File: src/rtl/writeback_arbiter_pkg.sv
// Shared X->W types: the packed result record every execute unit hands to writeback.
// Field widths here must agree with the parameters of the blocks that carry the record.
package writeback_arbiter_pkg;

    localparam int XLEN           = 32;
    localparam int ARCH_ADDR_BITS = 5;
    localparam int NUM_UNITS      = 4;
    localparam int SEQ_NUM_BITS   = 5;
    localparam int PHYS_ADDR_BITS = 6;

    typedef struct packed {
        logic                      val;
        logic [XLEN-1:0]           pc;
        logic [SEQ_NUM_BITS-1:0]   seq_num;
        logic [ARCH_ADDR_BITS-1:0] waddr;
        logic [XLEN-1:0]           wdata;
        logic                      wen;
        logic [PHYS_ADDR_BITS-1:0] preg;
        logic [PHYS_ADDR_BITS-1:0] ppreg;
    } xw_result_t;

endpackage

File: src/rtl/writeback_arbiter_rr_arbiter.sv
// Round-robin arbiter: scans req from the pointer upward, grants the first requester,
// and moves the pointer past the winner only when the grant is consumed (en_i).
module writeback_arbiter_rr_arbiter #(
    parameter int p_width = 4
) (
    input  logic               clk,
    input  logic               rst,
    input  logic [p_width-1:0] req_i,
    input  logic               en_i,
    output logic [p_width-1:0] gnt_o
);

    localparam int PTR_W = (p_width > 1) ? $clog2(p_width) : 1;

    logic [PTR_W-1:0] ptr_q;
    logic [PTR_W-1:0] ptr_d;
    logic [PTR_W-1:0] win;
    logic             found;

    always_comb begin : p_scan
        int idx;
        idx   = 0;
        gnt_o = '0;
        win   = ptr_q;
        found = 1'b0;
        for (int k = 0; k < p_width; k++) begin
            idx = (int'(ptr_q) + k) % p_width;
            if (!found && req_i[PTR_W'(idx)]) begin
                found               = 1'b1;
                win                 = PTR_W'(idx);
                gnt_o[PTR_W'(idx)]  = 1'b1;
            end
        end
    end

    always_comb begin
        ptr_d = ptr_q;
        if (en_i && found) begin
            ptr_d = (win == PTR_W'(p_width - 1)) ? '0 : win + 1'b1;
        end
    end

    always_ff @(posedge clk or negedge rst) begin
        if (!rst) begin
            ptr_q <= '0;
        end else begin
            ptr_q <= ptr_d;
        end
    end

endmodule

File: src/rtl/writeback_arbiter.sv
// Writeback receiver: round-robin pick among execute units, one registered entry that
// drives the register-file write port and the commit notification. Optional build macro
// WRITEBACK_X0_FILTER_EN forces wen low for entries targeting x0.
module writeback_arbiter
    import writeback_arbiter_pkg::*;
#(
    parameter int p_num_units      = NUM_UNITS,
    parameter int p_seq_num_bits   = SEQ_NUM_BITS,
    parameter int p_phys_addr_bits = PHYS_ADDR_BITS
) (
    input  logic                                      clk,
    input  logic                                      rst,
    input  logic [p_num_units-1:0]                    X_val,
    output logic [p_num_units-1:0]                    X_rdy,
    input  logic [p_num_units*32-1:0]                 X_pc,
    input  logic [p_num_units*p_seq_num_bits-1:0]     X_seq_num,
    input  logic [p_num_units*5-1:0]                  X_waddr,
    input  logic [p_num_units*32-1:0]                 X_wdata,
    input  logic [p_num_units-1:0]                    X_wen,
    input  logic [p_num_units*p_phys_addr_bits-1:0]   X_preg,
    input  logic [p_num_units*p_phys_addr_bits-1:0]   X_ppreg,
    output logic                                      rf_wen,
    output logic [p_phys_addr_bits-1:0]               rf_preg,
    output logic [31:0]                               rf_wdata,
    output logic                                      C_val,
    input  logic                                      C_rdy,
    output logic [31:0]                               C_pc,
    output logic [p_seq_num_bits-1:0]                 C_seq_num,
    output logic [4:0]                                C_waddr,
    output logic [p_phys_addr_bits-1:0]               C_preg,
    output logic [p_phys_addr_bits-1:0]               C_ppreg,
    output logic                                      C_wen
);

    logic                   can_accept;
    logic                   xfer;
    logic [p_num_units-1:0] gnt;
    xw_result_t             sel;
    xw_result_t             entry_q;
    xw_result_t             entry_d;

    // A draining entry frees the slot in the same cycle, giving one transfer per clock.
    assign can_accept = !entry_q.val | (entry_q.val & C_rdy);
    assign xfer       = can_accept & (|X_val);
    assign X_rdy      = gnt & {p_num_units{can_accept}};

    writeback_arbiter_rr_arbiter #(
        .p_width (p_num_units)
    ) u_rr_arbiter (
        .clk   (clk),
        .rst   (rst),
        .req_i (X_val),
        .en_i  (can_accept),
        .gnt_o (gnt)
    );

    always_comb begin
        sel = '0;
        for (int u = 0; u < p_num_units; u++) begin
            if (gnt[u]) begin
                sel.val     = 1'b1;
                sel.pc      = X_pc[u*32 +: 32];
                sel.seq_num = X_seq_num[u*p_seq_num_bits +: p_seq_num_bits];
                sel.waddr   = X_waddr[u*5 +: 5];
                sel.wdata   = X_wdata[u*32 +: 32];
                sel.preg    = X_preg[u*p_phys_addr_bits +: p_phys_addr_bits];
                sel.ppreg   = X_ppreg[u*p_phys_addr_bits +: p_phys_addr_bits];
`ifdef WRITEBACK_X0_FILTER_EN
                sel.wen     = X_wen[u] & (X_waddr[u*5 +: 5] != 5'd0);
`else
                sel.wen     = X_wen[u];
`endif
            end
        end
    end

    always_comb begin
        entry_d = entry_q;
        if (xfer) begin
            entry_d = sel;
        end else if (C_rdy) begin
            entry_d.val = 1'b0;
        end
    end

    always_ff @(posedge clk or negedge rst) begin
        if (!rst) begin
            entry_q <= '0;
        end else begin
            entry_q <= entry_d;
        end
    end

    assign C_val     = entry_q.val;
    assign C_pc      = entry_q.pc;
    assign C_seq_num = entry_q.seq_num;
    assign C_waddr   = entry_q.waddr;
    assign C_preg    = entry_q.preg;
    assign C_ppreg   = entry_q.ppreg;
    assign C_wen     = entry_q.wen;

    assign rf_wen    = entry_q.val & C_rdy & entry_q.wen;
    assign rf_preg   = entry_q.preg;
    assign rf_wdata  = entry_q.wdata;

endmodule

File: config.mk
export PLATFORM = sky130hd
export DESIGN_NAME = writeback_arbiter
export DESIGN_NICKNAME = d
export VERILOG_FILES = /design/src/rtl/writeback_arbiter_pkg.sv /design/src/rtl/writeback_arbiter_rr_arbiter.sv /design/src/rtl/writeback_arbiter.sv
export SDC_FILE = /design/constraint.sdc
export NUM_CORES = 1
export LEC_CHECK = 0
export ABC_AREA = 1
export BUFFER_PORTS_ARGS = -buffer_cell sky130_fd_sc_hd__buf_2
export CORE_AREA = 5 5 172 174
export CTS_CLUSTER_SIZE = 20
export DETAILED_ROUTE_END_ITERATION = 8
export DIE_AREA = 0 0 177 179
export PLACE_DENSITY = 0.58
export SKIP_LAST_GASP = 1
export SYNTH_ARGS = -nofsm -noshare
export SYNTH_HDL_FRONTEND = slang
export SYNTH_SLANG_ARGS = --single-unit
File: constraint.sdc
create_clock -name clk -period 2.9 [get_ports clk]
set_input_delay 0 -clock clk [delete_from_list [all_inputs] [get_ports clk]]
set_output_delay 0 -clock clk [all_outputs]
set_load 0.05 [all_outputs]
After elaboration in Yosys (flattened, before gate mapping)
Cells that the tools add are included.
Cells by class
  $add $sub $neg: 4
  $mul: 0
  div/mod/pow operators: 0
  $lt $le $gt $ge: 8
  equal/unequal tests: 1
  shift-type cells: 0
  multiplexer cells: 38
  bitwise gates (word level): 8
  reductions and logical operators: 14
Operators with widths (count)
  $mux W88: 4
  $mux W1: 18
  $lt A2 B4 Y1 const B: 4
  $mux W4: 4
  $or A4 B4 Y4: 3
  $bmux W1 S2: 4
  $demux W1 S2: 4
  $ge A2 B1 Y1 const B: 4
  $logic_and A1 B1 Y1: 8
  $mux W2: 4
  $add A2 B1 Y2 const B: 2
  $add A2 B2 Y2 const B: 2
  $and A4 B4 Y4: 1
  $logic_not A1 Y1: 4
  $reduce_or A4 Y1: 1
  $and A1 B1 Y1: 3
  $eq A2 B2 Y1 const B: 1
  $reduce_bool A2 Y1: 1
  $or A1 B1 Y1: 1
Word-level totals
  register bits: 90
  latch bits: 0
  memory bits (writable): 0
  ROM bits: 0
  input port bits: 355
  output and inout bits: 99
  word-level logic and storage cells: 82
  memories: 0

Logic depth before layout (Yosys ltp)
  depth after elaboration: 18
  gate-level depth with buffers: 18

Hierarchy
A second synthesis with hierarchy kept.
Unflattened totals
  cell total of the unflattened synthesis: 1255
  area total of the unflattened synthesis: 7300.8 um^2
Modules (own cells, without submodules)
  writeback_arbiter: instances 1, cells an instance 1156, area each 6678.9 um^2, seq. area each 2202.1 um^2
  writeback_arbiter_rr_arbiter: instances 1, cells an instance 99, area each 621.8 um^2, seq. area each 50.0 um^2

Worst setup path after synthesis
OpenSTA, ideal clock, no wires.
  kind: flip-flop to output port
  start: reg u_rr_arbiter.ptr_q[1]
  end: out X_rdy[1]
  arrival: 2566 ps
  slack: 334 ps
  stages on the path, launching flop included: 13
  path buffers: 1
  cells stage by stage: dfrtp_1 -> inv_2 -> ha_1 -> inv_1 -> nand3_1 -> nand2_1 -> nand2_4 -> nor2_4 -> nand3_1 -> nand2_2 -> inv_2 -> buf_2 -> nor2_1
On the way
  cells in the longest elaborated chain, start to end: 14
  elaborated cells on any way between the ends: 52
Ends and longest elaborated chain
  start, declared: RTL line writeback_arbiter_rr_arbiter.sv:15  | logic [PTR_W-1:0] ptr_q;
  start signal, assigned: RTL line writeback_arbiter_rr_arbiter.sv:47  | ptr_q <= ptr_d;
  parallel branches: the longest is 12 deep, another holds $lt A2 B4 Y1
  $mux W4 (*): RTL line writeback_arbiter_rr_arbiter.sv:28  | if (!found && req_i[PTR_W'(idx)]) begin
  $and A4 B4 Y4 (*): RTL line writeback_arbiter.sv:45  | assign X_rdy = gnt & {p_num_units{can_accept}};
  end, declared: RTL line writeback_arbiter.sv:14  | output logic [p_num_units-1:0] X_rdy,
Every way passes the cells marked *. The select of a mux whose other input is x is not followed.

==> results.md <==
Clocking:
- The TritonCTS sink count is 90.
- The clock root buffer is sky130_fd_sc_hd__clkbuf_16.
- TritonCTS built the clock tree.
- In this run the number of H-tree levels came out at 3.
- TritonCTS created 9 clock buffers.
- After clock tree synthesis, the clock-pin slew on the worst setup and hold paths is 70 ps.
- The maximum clock insertion buffer count is 2.
- The insertion delay of the later-clocked pin in the worst-skew pair is 350 ps.

Global route:
- The first global-routing pass estimated 52,000 µm of wire.
- Entering global routing, the biggest net connects 110 pins.
- The initial antenna violation count is 5.
- The overall routing resource usage is 20.4%.
- The via count of the first global-routing pass came to 10,200.
- The leftover overflow at the end of global routing is 0.

Power:
- The internal power is 6.93 mW.
- The switching part of the total power is 59.9%.
- Of the total power, the clock network draws 7.6%.
- The analysis attributes to net switching a power of 10.4 mW.
- The power density normalized to cell area is 1410 nW/µm².
- Across the VDD grid, the largest voltage drop is 645 µV.
- The standby leakage power is 7.52 nW.
- Overall power consumption after layout is estimated at 17.3 mW.
- Of the total power, combinational logic draws 79.0%.
- The portion of total power attributed to sequential cells is 13.5%.

Routing:
- The wire length per cell after detailed routing is 15.2 µm.
- The DRC violation count after routing is 0.
- The detailed-routed wire length on met3 is 2810 µm.
- The detail route stage leaves a number of antenna-violating nets equal to 0.
- The initial detailed-routing violation count is 504.
- Summing over every cut layer, the via total after detailed routing is 10,300.
- Detailed routing placed a total of 16,500 µm of wire on met2.
- The uppermost signal routing layer after detailed routing is met5.
- After detailed routing, the wire length on met1 is 14,100 µm.
- Using the TritonRoute via totals, the vias-per-cell ratio works out to 4.47.
- The first detailed-routing pass ran for 5 iterations.
- The routed design has 34,800 µm of wire.

Die:
- In this run the vertical extent of the chip is 179 µm.
- The die covers 31,700 µm².
- The row count is 61.
- The region available for standard cell placement spans 27,600 µm².
- In this run the horizontal extent of the chip is 177 µm.
- Pin placement for this block handled 454 I/O pins.
- Once the floorplan was initialized, standard cells occupied 27.7% of the core.

Placement:
- The wire-length estimate of the detail-placed layout is 24,100 µm.
- The pre-CTS setup slack is 266 ps.
- After detailed placement, the design holds a cell count of 2,102.
- The placer congestion estimate is 0.879.
- Buffers placed on the I/O ports in this run total 453.

Yosys:
- For this run, the register share of the synthesized area comes to 29.4%.
- A synthesized cell averages 5.70 µm².
- The cell area that synthesis handed to floorplanning was 7650 µm².
- The total number of yosys warnings is 0.
- The top cell type by area accounts for 31.8% of the synthesized area.
- Among all flip-flop cells after synthesis, the most frequent one is sky130_fd_sc_hd__dfrtp_1.
- The number of instances in the synthesized netlist is 1,342.
- The post-synthesis net count is 1,705.
- After synthesis the netlist holds a flip-flop and latch count of 90.
- In the post-synthesis netlist, the biggest area contributors are sky130_fd_sc_hd__nand2_1 32%, sky130_fd_sc_hd__dfrtp_1 29%, sky130_fd_sc_hd__a21oi_1 17%, sky130_fd_sc_hd__inv_1 9.2%, sky130_fd_sc_hd__buf_2 3.7%.
- sky130_fd_sc_hd__nand2_1 takes more of the synthesized area than any other cell.
- The count of flip-flops with a built-in enable after synthesis is 0.
- The distinct cell type count after synthesis is 29.
- The fraction of registers with async set/reset is 100%.

Critical path:
- The worst setup path is of the flop to flop kind.
- STA classifies the critical path startpoint as a flop.
- The arrival time of data at the critical path endpoint is 2960 ps.
- The required arrival time at the worst endpoint is 3130 ps.
- The worst setup path is captured at a flop.
- The highest net fanout along the worst path is 109.

STA:
- The worst clock skew is 7.24 ps.
- The minimum period implied by the final worst setup slack is 2730 ps.
- The final setup violation count is 0.
- The count of final max-slew check failures is 0.
- The final worst-path setup slack is 173 ps.
- For this run, the top clock speed supported by timing is 0.367 GHz.
- Setup repair after global routing could not meet its margin everywhere.
- At the pin with the least slew margin, the transition time is 697 ps.
- The worst path uses 94.0% of the clock period.
- Measured against its own limit, the worst slew margin works out to 53.5%.
- The final-report hold violation count is 0.

Final layout:
- The post-layout instance count excluding filler cells is 2,292.
- Compared with the post-synthesis result, the final layout area differs by 60.0%.
- The share of layout cells above drive strength 1 is 26.7%.
- After the last flow step, the layout net total stands at 2,272.

Hold path:
- The startpoint of the worst hold path is X_wdata[118].
- The worst hold path class is input pin to flop.

Status:
- The run finished with clean final reports.

Run:
- The tool flagged a number of max-cap violations equal to 0.
repair_timing:
item	4_1_cts	5_1_grt
endpoints found under the setup margin	0	35
resized for setup	0	8
hold buffers	169	0
setup buffers	0	3
endpoints found under the hold margin	134	0
worst max-delay path, cell delays in order, from the launching register on:
cell and delay, ps:
sky130_fd_sc_hd__dfrtp_1 390, sky130_fd_sc_hd__inv_4 80, sky130_fd_sc_hd__ha_1 350, sky130_fd_sc_hd__inv_1 140, sky130_fd_sc_hd__nand3_1 90, sky130_fd_sc_hd__nand2_1 130
sky130_fd_sc_hd__nand3_1 150, sky130_fd_sc_hd__nor2_1 140, sky130_fd_sc_hd__nand2_1 60, sky130_fd_sc_hd__nand3b_1 220, sky130_fd_sc_hd__clkbuf_16 380, sky130_fd_sc_hd__a21oi_1 130
sky130_fd_sc_hd__nand2_1 110, sky130_fd_sc_hd__nand2_1 50
layout by cell type (no fill, tap or decap), types with 2 or more instances in the layout:
| cell type | count |
|---|---|
| sky130_fd_sc_hd__nand3_4 | 2 |
| sky130_fd_sc_hd__bufinv_16 | 2 |
| sky130_fd_sc_hd__nor2_2 | 3 |
| sky130_fd_sc_hd__dfrtp_1 | 90 |
| sky130_fd_sc_hd__dlygate4sd3_1 | 169 |
| sky130_fd_sc_hd__clkbuf_16 | 11 |
| sky130_fd_sc_hd__a21oi_1 | 264 |
| sky130_fd_sc_hd__buf_6 | 4 |
| sky130_fd_sc_hd__buf_12 | 7 |
| sky130_fd_sc_hd__o21ai_0 | 3 |
| sky130_fd_sc_hd__nand2_4 | 4 |
| sky130_fd_sc_hd__nand2_1 | 647 |
| sky130_fd_sc_hd__nand3_1 | 19 |
| sky130_fd_sc_hd__buf_2 | 450 |
| sky130_fd_sc_hd__nor2_1 | 7 |
| sky130_fd_sc_hd__inv_1 | 187 |
| sky130_fd_sc_hd__nand2_2 | 2 |
| sky130_fd_sc_hd__buf_4 | 14 |
| sky130_fd_sc_hd__ha_1 | 8 |
flip-flops by register name, indices dropped and copies added, names as in the netlist, named ones only:
register,cells
C_pc,32
C_ppreg,6
C_preg,6
C_seq_num,5
C_val,1
C_waddr,5
C_wen,1
rf_wdata,32
u_rr_arbiter.ptr_q,1
through the flow:
step	setup TNS [ps]	instance area, µm²	hold WS [ps]	utilization, %
4_1_cts	0	12200	6.14	44.1
5_1_grt	-66.1	12200	16.2	44.3
2_1_floorplan	0	7650	-296	-
3_5_place_dp	0	10200	89.8	36.8
6_report	0	12200	18.6	44.3
3_3_place_gp	0	10200	92.8	36.8
cells by family after synthesis:
| group | Yosys count | share of synthesized area (%) |
|---|---|---|
| AND/OR/NAND/NOR | 689 | 35.0 |
| adder cells (fa/ha/maj) | 8 | 1.31 |
| XOR/XNOR | 1 | 0.114 |
| flip-flops | 90 | 29.4 |
| buffers and inverters | 282 | 16.2 |
| AO/OA/AOI/OAI | 272 | 17.9 |
cells in the mapped netlist, types with 2 or more instances:
| library cell | count |
|---|---|
| sky130_fd_sc_hd__buf_2 | 56 |
| sky130_fd_sc_hd__nor2_1 | 8 |
| sky130_fd_sc_hd__buf_6 | 7 |
| sky130_fd_sc_hd__inv_1 | 187 |
| sky130_fd_sc_hd__nand2_4 | 2 |
| sky130_fd_sc_hd__clkbuf_1 | 13 |
| sky130_fd_sc_hd__o21ai_0 | 3 |
| sky130_fd_sc_hd__dfrtp_1 | 90 |
| sky130_fd_sc_hd__inv_2 | 3 |
| sky130_fd_sc_hd__nor2_2 | 2 |
| sky130_fd_sc_hd__buf_4 | 15 |
| sky130_fd_sc_hd__nand3_1 | 19 |
| sky130_fd_sc_hd__ha_1 | 8 |
| sky130_fd_sc_hd__a21oi_1 | 264 |
| sky130_fd_sc_hd__nand2_1 | 648 |
| sky130_fd_sc_hd__nand3_2 | 2 |
| sky130_fd_sc_hd__nand2_2 | 3 |
worst paths after layout:
kind                           endpoint  slack (ps)  cells past startpoint
max                            C_pc[15]         170                     13
max in group asynchronous      C_pc[21]        1690                      3
max reg2reg                    C_pc[15]         170                     13
min in group asynchronous   rf_wdata[9]         270                      2
min reg2reg                  C_waddr[2]         480                      2
min                        rf_wdata[22]          20                      5
cell type report:
cell class                      instances  area [µm²]
Tap cell                              378         473
Clock inverter                          4        76.3
Inverter                              191         726
Fill cell                            2918       15400
Antenna cell                            1        2.50
Sequential cell                        90        2250
Timing Repair Buffer                  647        4290
Clock buffer                           11         243
Multi-Input combinational cell        970        4180
power groups by stage:
stage	clock network, mW	logic (mW)	registers [mW]
floorplan	0	8.34	4.21
global placement	0	13.3	2.34
CTS	1.37	13.6	2.33
detailed placement	0	13.4	2.34
global route	1.40	15.3	2.39
finish	1.31	13.7	2.33
layer usage:
| metal | vias to the layer above | track usage (%) |
|---|---|---|
| met2 | 452 | 35.2 |
| met1 | 4525 | 24.3 |
| met3 | 67 | 5.17 |
| met4 | 8 | 8.22 |
| li1 | 5203 | - |
| met5 | - | 0 |
Note: power is estimated with default switching activity, not from simulation.
